### config.mk
export PLATFORM = sky130hd
export DESIGN_NAME = mul_exp_pipe_flat
export DESIGN_NICKNAME = d
export VERILOG_FILES = /design/src/rtl/mul_pkg.sv /design/src/rtl/mul_exp_pipe_if.sv /design/src/rtl/mul_exp_stage.sv /design/src/rtl/mul_exp_pipe.sv /design/src/flat_wrapper.sv
export SDC_FILE = /design/constraint.sdc
export NUM_CORES = 1
export LEC_CHECK = 0
export BUFFER_PORTS_ARGS = -buffer_cell sky130_fd_sc_hd__buf_2
export CORE_AREA = 4 4 52 54
export CTS_CLUSTER_SIZE = 16
export DETAILED_ROUTE_END_ITERATION = 10
export DIE_AREA = 0 0 56 58
export PLACE_DENSITY = 0.7
export SLEW_MARGIN = 10
export SYNTH_ARGS = -nofsm -noshare
export SYNTH_HDL_FRONTEND = slang
export SYNTH_HIERARCHICAL = 1
export SYNTH_SLANG_ARGS = --single-unit
### constraint.sdc
create_clock -name clk -period 1.6 [get_ports clk]
set_input_delay 0.08 -clock clk [delete_from_list [all_inputs] [get_ports clk]]
set_output_delay 0.08 -clock clk [all_outputs]
set_load 0.01 [all_outputs]
### src/rtl/mul_pkg.sv
// Shared types and saturation helper for the multiplier exponent path.
// Optional sticky flags are enabled by MUL_EXP_STICKY_FLAGS_EN.
package mul_pkg;

    localparam int unsigned EXP_W_DEF = 4;
    localparam int unsigned BIAS_DEF  = 7;

    typedef struct packed {
        logic ovf;
        logic unf;
        logic zero;
    } flags_t;

    typedef struct packed {
        logic [7:0] res;
        flags_t     flg;
    } sat_t;

    // Remove the bias once and clamp into [0, 2^exp_w-1].
    function automatic sat_t exp_sat(
        input logic [8:0]  sum,
        input logic        zero,
        input int unsigned bias,
        input int unsigned exp_w
    );
        sat_t s;
        int   r;
        int   mx;
        s  = '0;
        r  = int'(sum) - int'(bias);
        mx = (1 << exp_w) - 1;
        if (zero) begin
            s.flg.zero = 1'b1;
        end else if (r > mx) begin
            s.res     = 8'(mx);
            s.flg.ovf = 1'b1;
        end else if (r <= 0) begin
            s.flg.unf = 1'b1;
        end else begin
            s.res = 8'(r);
        end
        return s;
    endfunction

endpackage

### src/rtl/mul_exp_pipe_if.sv
// Operand/result handshake bundle for the exponent pipeline.
// Sticky flag signals are only live with MUL_EXP_STICKY_FLAGS_EN.
interface mul_exp_pipe_if
    import mul_pkg::*;
#(
    parameter int unsigned EXP_W = EXP_W_DEF
);
    logic             in_valid;
    logic             in_ready;
    logic [EXP_W-1:0] exp1;
    logic [EXP_W-1:0] exp2;
    logic             norm_inc;
    logic             out_valid;
    logic             out_ready;
    logic [EXP_W-1:0] result;
    logic             ovf;
    logic             unf;
    logic             zero;
    logic             flag_clr;
    logic             sticky_ovf;
    logic             sticky_unf;

    modport slave (
        input  in_valid, exp1, exp2, norm_inc,
        input  out_ready, flag_clr,
        output in_ready, out_valid, result,
        output ovf, unf, zero,
        output sticky_ovf, sticky_unf
    );

    modport master (
        output in_valid, exp1, exp2, norm_inc,
        output out_ready, flag_clr,
        input  in_ready, out_valid, result,
        input  ovf, unf, zero,
        input  sticky_ovf, sticky_unf
    );
endinterface

### src/rtl/mul_exp_stage.sv
// Generic valid/ready pipeline register with a W-bit payload.
// Payload only loads on a valid beat so idle cycles do not toggle it.
module mul_exp_stage #(
    parameter int unsigned W = 8
) (
    input  logic         clk,
    input  logic         rst_n,
    input  logic         in_valid,
    output logic         in_ready,
    input  logic [W-1:0] in_data,
    output logic         out_valid,
    input  logic         out_ready,
    output logic [W-1:0] out_data
);
    assign in_ready = ~out_valid | out_ready;

    always_ff @(posedge clk or negedge rst_n) begin
        if (!rst_n) begin
            out_valid <= 1'b0;
            out_data  <= '0;
        end else if (in_ready) begin
            out_valid <= in_valid;
            if (in_valid) begin
                out_data <= in_data;
            end
        end
    end
endmodule

### src/rtl/mul_exp_pipe.sv
// Two-stage biased exponent adder with saturation and flags.
// Define MUL_EXP_STICKY_FLAGS_EN to add sticky ovf/unf flags.
module mul_exp_pipe
    import mul_pkg::*;
#(
    parameter int unsigned EXP_W = EXP_W_DEF,
    parameter int unsigned BIAS  = BIAS_DEF
) (
    input logic           clk,
    input logic           rst_n,
    mul_exp_pipe_if.slave bus
);
    localparam int unsigned SW = EXP_W + 1;
    localparam int unsigned W1 = SW + 1;
    localparam int unsigned W2 = EXP_W + 3;

    logic          s1_en;
    logic          s2_en;
    logic          s1_valid;
    logic [W1-1:0] s1_d;
    logic [W1-1:0] s1_q;
    logic [SW-1:0] s1_sum;
    logic          s1_zero;
    sat_t          sat;
    logic [W2-1:0] s2_d;
    logic [W2-1:0] s2_q;

    assign s1_d = {
        SW'(bus.exp1) + SW'(bus.exp2) + SW'(bus.norm_inc),
        (bus.exp1 == '0) | (bus.exp2 == '0)
    };

    mul_exp_stage #(.W(W1)) u_s1 (
        .clk       (clk),
        .rst_n     (rst_n),
        .in_valid  (bus.in_valid),
        .in_ready  (s1_en),
        .in_data   (s1_d),
        .out_valid (s1_valid),
        .out_ready (s2_en),
        .out_data  (s1_q)
    );

    assign bus.in_ready = s1_en;
    assign s1_sum  = s1_q[W1-1:1];
    assign s1_zero = s1_q[0];

    assign sat  = exp_sat(9'(s1_sum), s1_zero, BIAS, EXP_W);
    assign s2_d = {sat.res[EXP_W-1:0], sat.flg};

    mul_exp_stage #(.W(W2)) u_s2 (
        .clk       (clk),
        .rst_n     (rst_n),
        .in_valid  (s1_valid),
        .in_ready  (s2_en),
        .in_data   (s2_d),
        .out_valid (bus.out_valid),
        .out_ready (bus.out_ready),
        .out_data  (s2_q)
    );

    assign bus.result = s2_q[W2-1:3];
    assign bus.ovf    = s2_q[2];
    assign bus.unf    = s2_q[1];
    assign bus.zero   = s2_q[0];

`ifdef MUL_EXP_STICKY_FLAGS_EN
    logic sticky_ovf_q;
    logic sticky_unf_q;

    // A clear wins over a set landing in the same cycle.
    always_ff @(posedge clk or negedge rst_n) begin
        if (!rst_n) begin
            sticky_ovf_q <= 1'b0;
            sticky_unf_q <= 1'b0;
        end else if (bus.flag_clr) begin
            sticky_ovf_q <= 1'b0;
            sticky_unf_q <= 1'b0;
        end else if (bus.out_valid && bus.out_ready) begin
            sticky_ovf_q <= sticky_ovf_q | bus.ovf;
            sticky_unf_q <= sticky_unf_q | bus.unf;
        end
    end

    assign bus.sticky_ovf = sticky_ovf_q;
    assign bus.sticky_unf = sticky_unf_q;
`else
    logic unused_flag_clr;
    assign unused_flag_clr = bus.flag_clr;
    assign bus.sticky_ovf  = 1'b0;
    assign bus.sticky_unf  = 1'b0;
`endif
endmodule

### src/flat_wrapper.sv
// flat-port wrapper written by rule: the top's interface ports become plain ports
module mul_exp_pipe_flat import mul_pkg::*;
#(
    parameter int unsigned EXP_W = EXP_W_DEF,
    parameter int unsigned BIAS  = BIAS_DEF
)
  (clk, rst_n, bus_in_valid, bus_exp1, bus_exp2, bus_norm_inc, bus_out_ready, bus_flag_clr, bus_in_ready, bus_out_valid, bus_result, bus_ovf, bus_unf, bus_zero, bus_sticky_ovf, bus_sticky_unf);
  mul_exp_pipe_if #(.EXP_W(EXP_W)) bus_i ();
  input logic clk;
  input logic rst_n;
  input wire logic [$bits(bus_i.in_valid)-1:0] bus_in_valid;
  input wire logic [$bits(bus_i.exp1)-1:0] bus_exp1;
  input wire logic [$bits(bus_i.exp2)-1:0] bus_exp2;
  input wire logic [$bits(bus_i.norm_inc)-1:0] bus_norm_inc;
  input wire logic [$bits(bus_i.out_ready)-1:0] bus_out_ready;
  input wire logic [$bits(bus_i.flag_clr)-1:0] bus_flag_clr;
  output wire logic [$bits(bus_i.in_ready)-1:0] bus_in_ready;
  output wire logic [$bits(bus_i.out_valid)-1:0] bus_out_valid;
  output wire logic [$bits(bus_i.result)-1:0] bus_result;
  output wire logic [$bits(bus_i.ovf)-1:0] bus_ovf;
  output wire logic [$bits(bus_i.unf)-1:0] bus_unf;
  output wire logic [$bits(bus_i.zero)-1:0] bus_zero;
  output wire logic [$bits(bus_i.sticky_ovf)-1:0] bus_sticky_ovf;
  output wire logic [$bits(bus_i.sticky_unf)-1:0] bus_sticky_unf;
  assign bus_i.in_valid = bus_in_valid;
  assign bus_i.exp1 = bus_exp1;
  assign bus_i.exp2 = bus_exp2;
  assign bus_i.norm_inc = bus_norm_inc;
  assign bus_i.out_ready = bus_out_ready;
  assign bus_i.flag_clr = bus_flag_clr;
  assign bus_in_ready = bus_i.in_ready;
  assign bus_out_valid = bus_i.out_valid;
  assign bus_result = bus_i.result;
  assign bus_ovf = bus_i.ovf;
  assign bus_unf = bus_i.unf;
  assign bus_zero = bus_i.zero;
  assign bus_sticky_ovf = bus_i.sticky_ovf;
  assign bus_sticky_unf = bus_i.sticky_unf;
  mul_exp_pipe #(.EXP_W(EXP_W), .BIAS(BIAS)) u_core (.clk(clk), .rst_n(rst_n), .bus(bus_i));
endmodule
==> reports/qor.yml <==
status:
  status: "finished, final reports clean"
power:
  vdd_drop_max_uv: 681.0
  clockPowerShare_pct: 13.8
  p_per_area_mw_per_mm2: 1280
  power_frac_comb_pct: 47.3
  swShare_pct: 35.15
  leakagePower_nw: 0.6132
  p_sw_w: 0.0005536
  internal_power_w: 0.001021
  pwr-share-seq_pct: 38.8
floorplanning:
  num_rows: 17
  start_util_pct: 44.17
  die_h_um: 58
  ios: 25
  die_x_um: 56
  dieArea_mm2: 0.003248
  fp.coreArea_mm2: 0.002212
synth:
  synth_seq_cells: 15
  netlist-cell-type-count: 28
  syn_inst: 80
  yosys_warnings: 6
  netlist_area_um2: 977.2
  avgSynthCellArea_um2: 12.21
  synth-seq-area-share_pct: 38.41
place:
  place_inst: 130
  globalplace.congestion: 0.8033
  dp_hpwl_um: 1394
  port_buffers: 21
finish:
  final_cell_mix: "buf_2, dfrtp_1, mux2_4"
  area_growth_pct: 25.86
  antennaDiodeCount: 0
  layout.cells.non_filler: 135
  final_nets: 129
  final_common_cell: "buf_2"
  seq_area_um2: 376.6
  nFillCells: 194
  utilization_pct: 55.60
  drive_gt1_share_pct: 50.47
  multi_input_area_um2: 646.9
global_route:
  antenna_found_initial: 0
  track_usage_pct: 11.99
  first_global_vias: 709
  grt.overflow.total: 0
  grt_pass1_wl_um: 2863
  grt_max_degree: 16
cts:
  cts_root_buffer: "clkbuf_4"
  clk_pin_slew_worst_paths_ns: 0.08
  htreeDepth: 1
  cts_tree: "yes"
  post_cts_buffers: 0
  numCtsBuffers: 3
  clock_path_buffers: 2
  worstSkewPairLatency_ns: 0.29
  clkSinkCount: 15
routing:
  final_antenna_net_count: 0
  firstDrtPassIters: 4
  drcViolationCount: 0
  drtIter0Drc: 4
  avgViaCountPerCell: 5.081
  drt-total-wl_um: 1813
  via_count: 686
  post_drt_wl_per_cell_um: 13.43
timing:
  setup-tns-final_ns: 0
  timing.fmax_mhz: 655.1
  fin_skew_ns: 0.0009976
  finalHoldViolations: 0
  setup_violations: 0
  period_minus_slack_ns: 1.526
  slew_viol_final: 0
  period_share_pct: 95.41
critical_path:
  crit_type: "flip-flop to flip-flop"
  start_kind: "flip-flop"
  cp_max_fo: 5
  crit_path_end_kind: "flip-flop"
  arrival_ns: 1.71
  worst_ep_required_time_ns: 1.78
hold_path:
  hp-class: "input port to flip-flop"
flow_run:
  drv_cap: 0
==> cells by family (layout without fill, tap and decap cells) <==
group / count (synthesis) / count (layout) / share of synthesized area (%)
AO/OA/AOI/OAI: 11 / 11 / 7.938
XOR/XNOR: 4 / 4 / 3.585
adder cells (fa/ha/maj): 7 / 7 / 10.50
buffers and inverters: 6 / 32 / 3.072
flip-flops: 15 / 15 / 38.41
multiplexers: 13 / 13 / 19.97
other: 1 / 2 / 0.3838
AND/OR/NAND/NOR: 23 / 23 / 16.13
==> Yosys cell counts <==
cell type / number / area [µm²]
conb_1: 1 / 3.750
o41ai_1: 1 / 8.760
nand3_1: 4 / 20.02
nand3b_1: 1 / 7.510
xnor2_1: 4 / 35.03
nand2_4: 2 / 22.52
a21o_1: 3 / 22.52
nand2_1: 1 / 3.750
a21oi_1: 3 / 15.01
or2b_1: 2 / 15.01
nand2b_4: 2 / 27.53
a31oi_1: 1 / 6.260
nand4b_1: 1 / 8.760
inv_1: 4 / 15.01
fa_1: 2 / 40.04
o21ai_0: 1 / 5.000
nor2b_1: 2 / 12.51
a211oi_2: 1 / 12.51
buf_4: 2 / 15.01
and3_1: 1 / 6.260
mux2_4: 13 / 195.2
nand2b_1: 1 / 6.260
dfrtp_1: 15 / 375.4
or4_1: 1 / 7.510
nor2_1: 4 / 15.01
a211oi_1: 1 / 7.510
nor3_1: 1 / 5.000
ha_1: 5 / 62.56
==> state kept, by name (all words and copies together) (netlist names) <==
signal and flops:
u_core/u_s2/out_data 7, u_core/u_s1/out_data 6, u_core/u_s1/out_valid 1, u_core/u_s2/out_valid 1
==> power groups by stage <==
stage	clock (W)	sequential, W	combinational, W
after floorplan	0	0.000630	0.000438
after global placement	0	0.000588	0.000654
after detailed placement	0	0.000598	0.000668
after CTS	0.000230	0.000590	0.000673
after global routing	0.000242	0.000628	0.000805
final	0.000218	0.000612	0.000745
==> per-layer routing <==
metal | vias up | routed length, µm | track usage [%]
met5 | - | 0 | 0
met4 | 0 | 58 | 10.17
met3 | 4 | 108 | 2.673
met2 | 23 | 939 | 22.04
met1 | 327 | 707 | 11.23
li1 | 332 | - | -
==> stage by stage <==
step / instance area (µm²) / setup WS (ns) / power [W] / hold slack (ns)
CTS: 1160 / 0.01839 / 0.001493 / 0.03364
finish: 1230 / 0.07352 / 0.001575 / 0.03380
floorplan: 983.4 / 0.04516 / 0.001069 / -0.2156
global route: 1230 / -0.02577 / 0.001675 / 0.05408
detailed placement: 1124 / -0.01891 / 0.001267 / -0.0008077
global placement: 1124 / 0.04366 / 0.001242 / -0.006415
==> final timing paths <==
path                                                          start                             endpoint  slack [ns]  cells after the start
worst min-delay path                                   bus_in_valid    u_core/u_s1/out_valid$_DFFE_PN0P_        0.03                      2
worst min register to register  u_core/u_s2/out_data[4]$_DFFE_PN0P_  u_core/u_s2/out_data[4]$_DFFE_PN0P_        0.51                      1
max in group asynchronous                                     rst_n  u_core/u_s1/out_data[3]$_DFFE_PN0P_        1.12                      2
worst max-delay path            u_core/u_s1/out_data[1]$_DFFE_PN0P_  u_core/u_s2/out_data[3]$_DFFE_PN0P_        0.07                      6
worst max register to register  u_core/u_s1/out_data[1]$_DFFE_PN0P_  u_core/u_s2/out_data[3]$_DFFE_PN0P_        0.07                      6
min in group asynchronous                                     rst_n  u_core/u_s2/out_data[1]$_DFFE_PN0P_        0.21                      2
==> final cells by class <==
type,count,area share (%)
flip-flops and latches,15,30.62
inverters,4,1.221
well taps,28,2.848
multi-input cells,60,52.59
clock buffers,4,2.136
repair buffers,24,10.58
==> timing repair <==
action                                  4_1_cts  5_1_grt
endpoints found under the setup margin        0        3
resized for setup                             0       12
hold buffers                                  1        0
endpoints found under the hold margin        15        0
==> worst max-delay path: stages (launching register included) <==
cell	delay, ns
dfrtp_1	0.42
ha_4	0.21
nor2_1	0.13
nand3_2	0.12
a31oi_4	0.19
a211oi_1	0.07
mux2_4	0.27
Power figures use the tool's default switching activity.
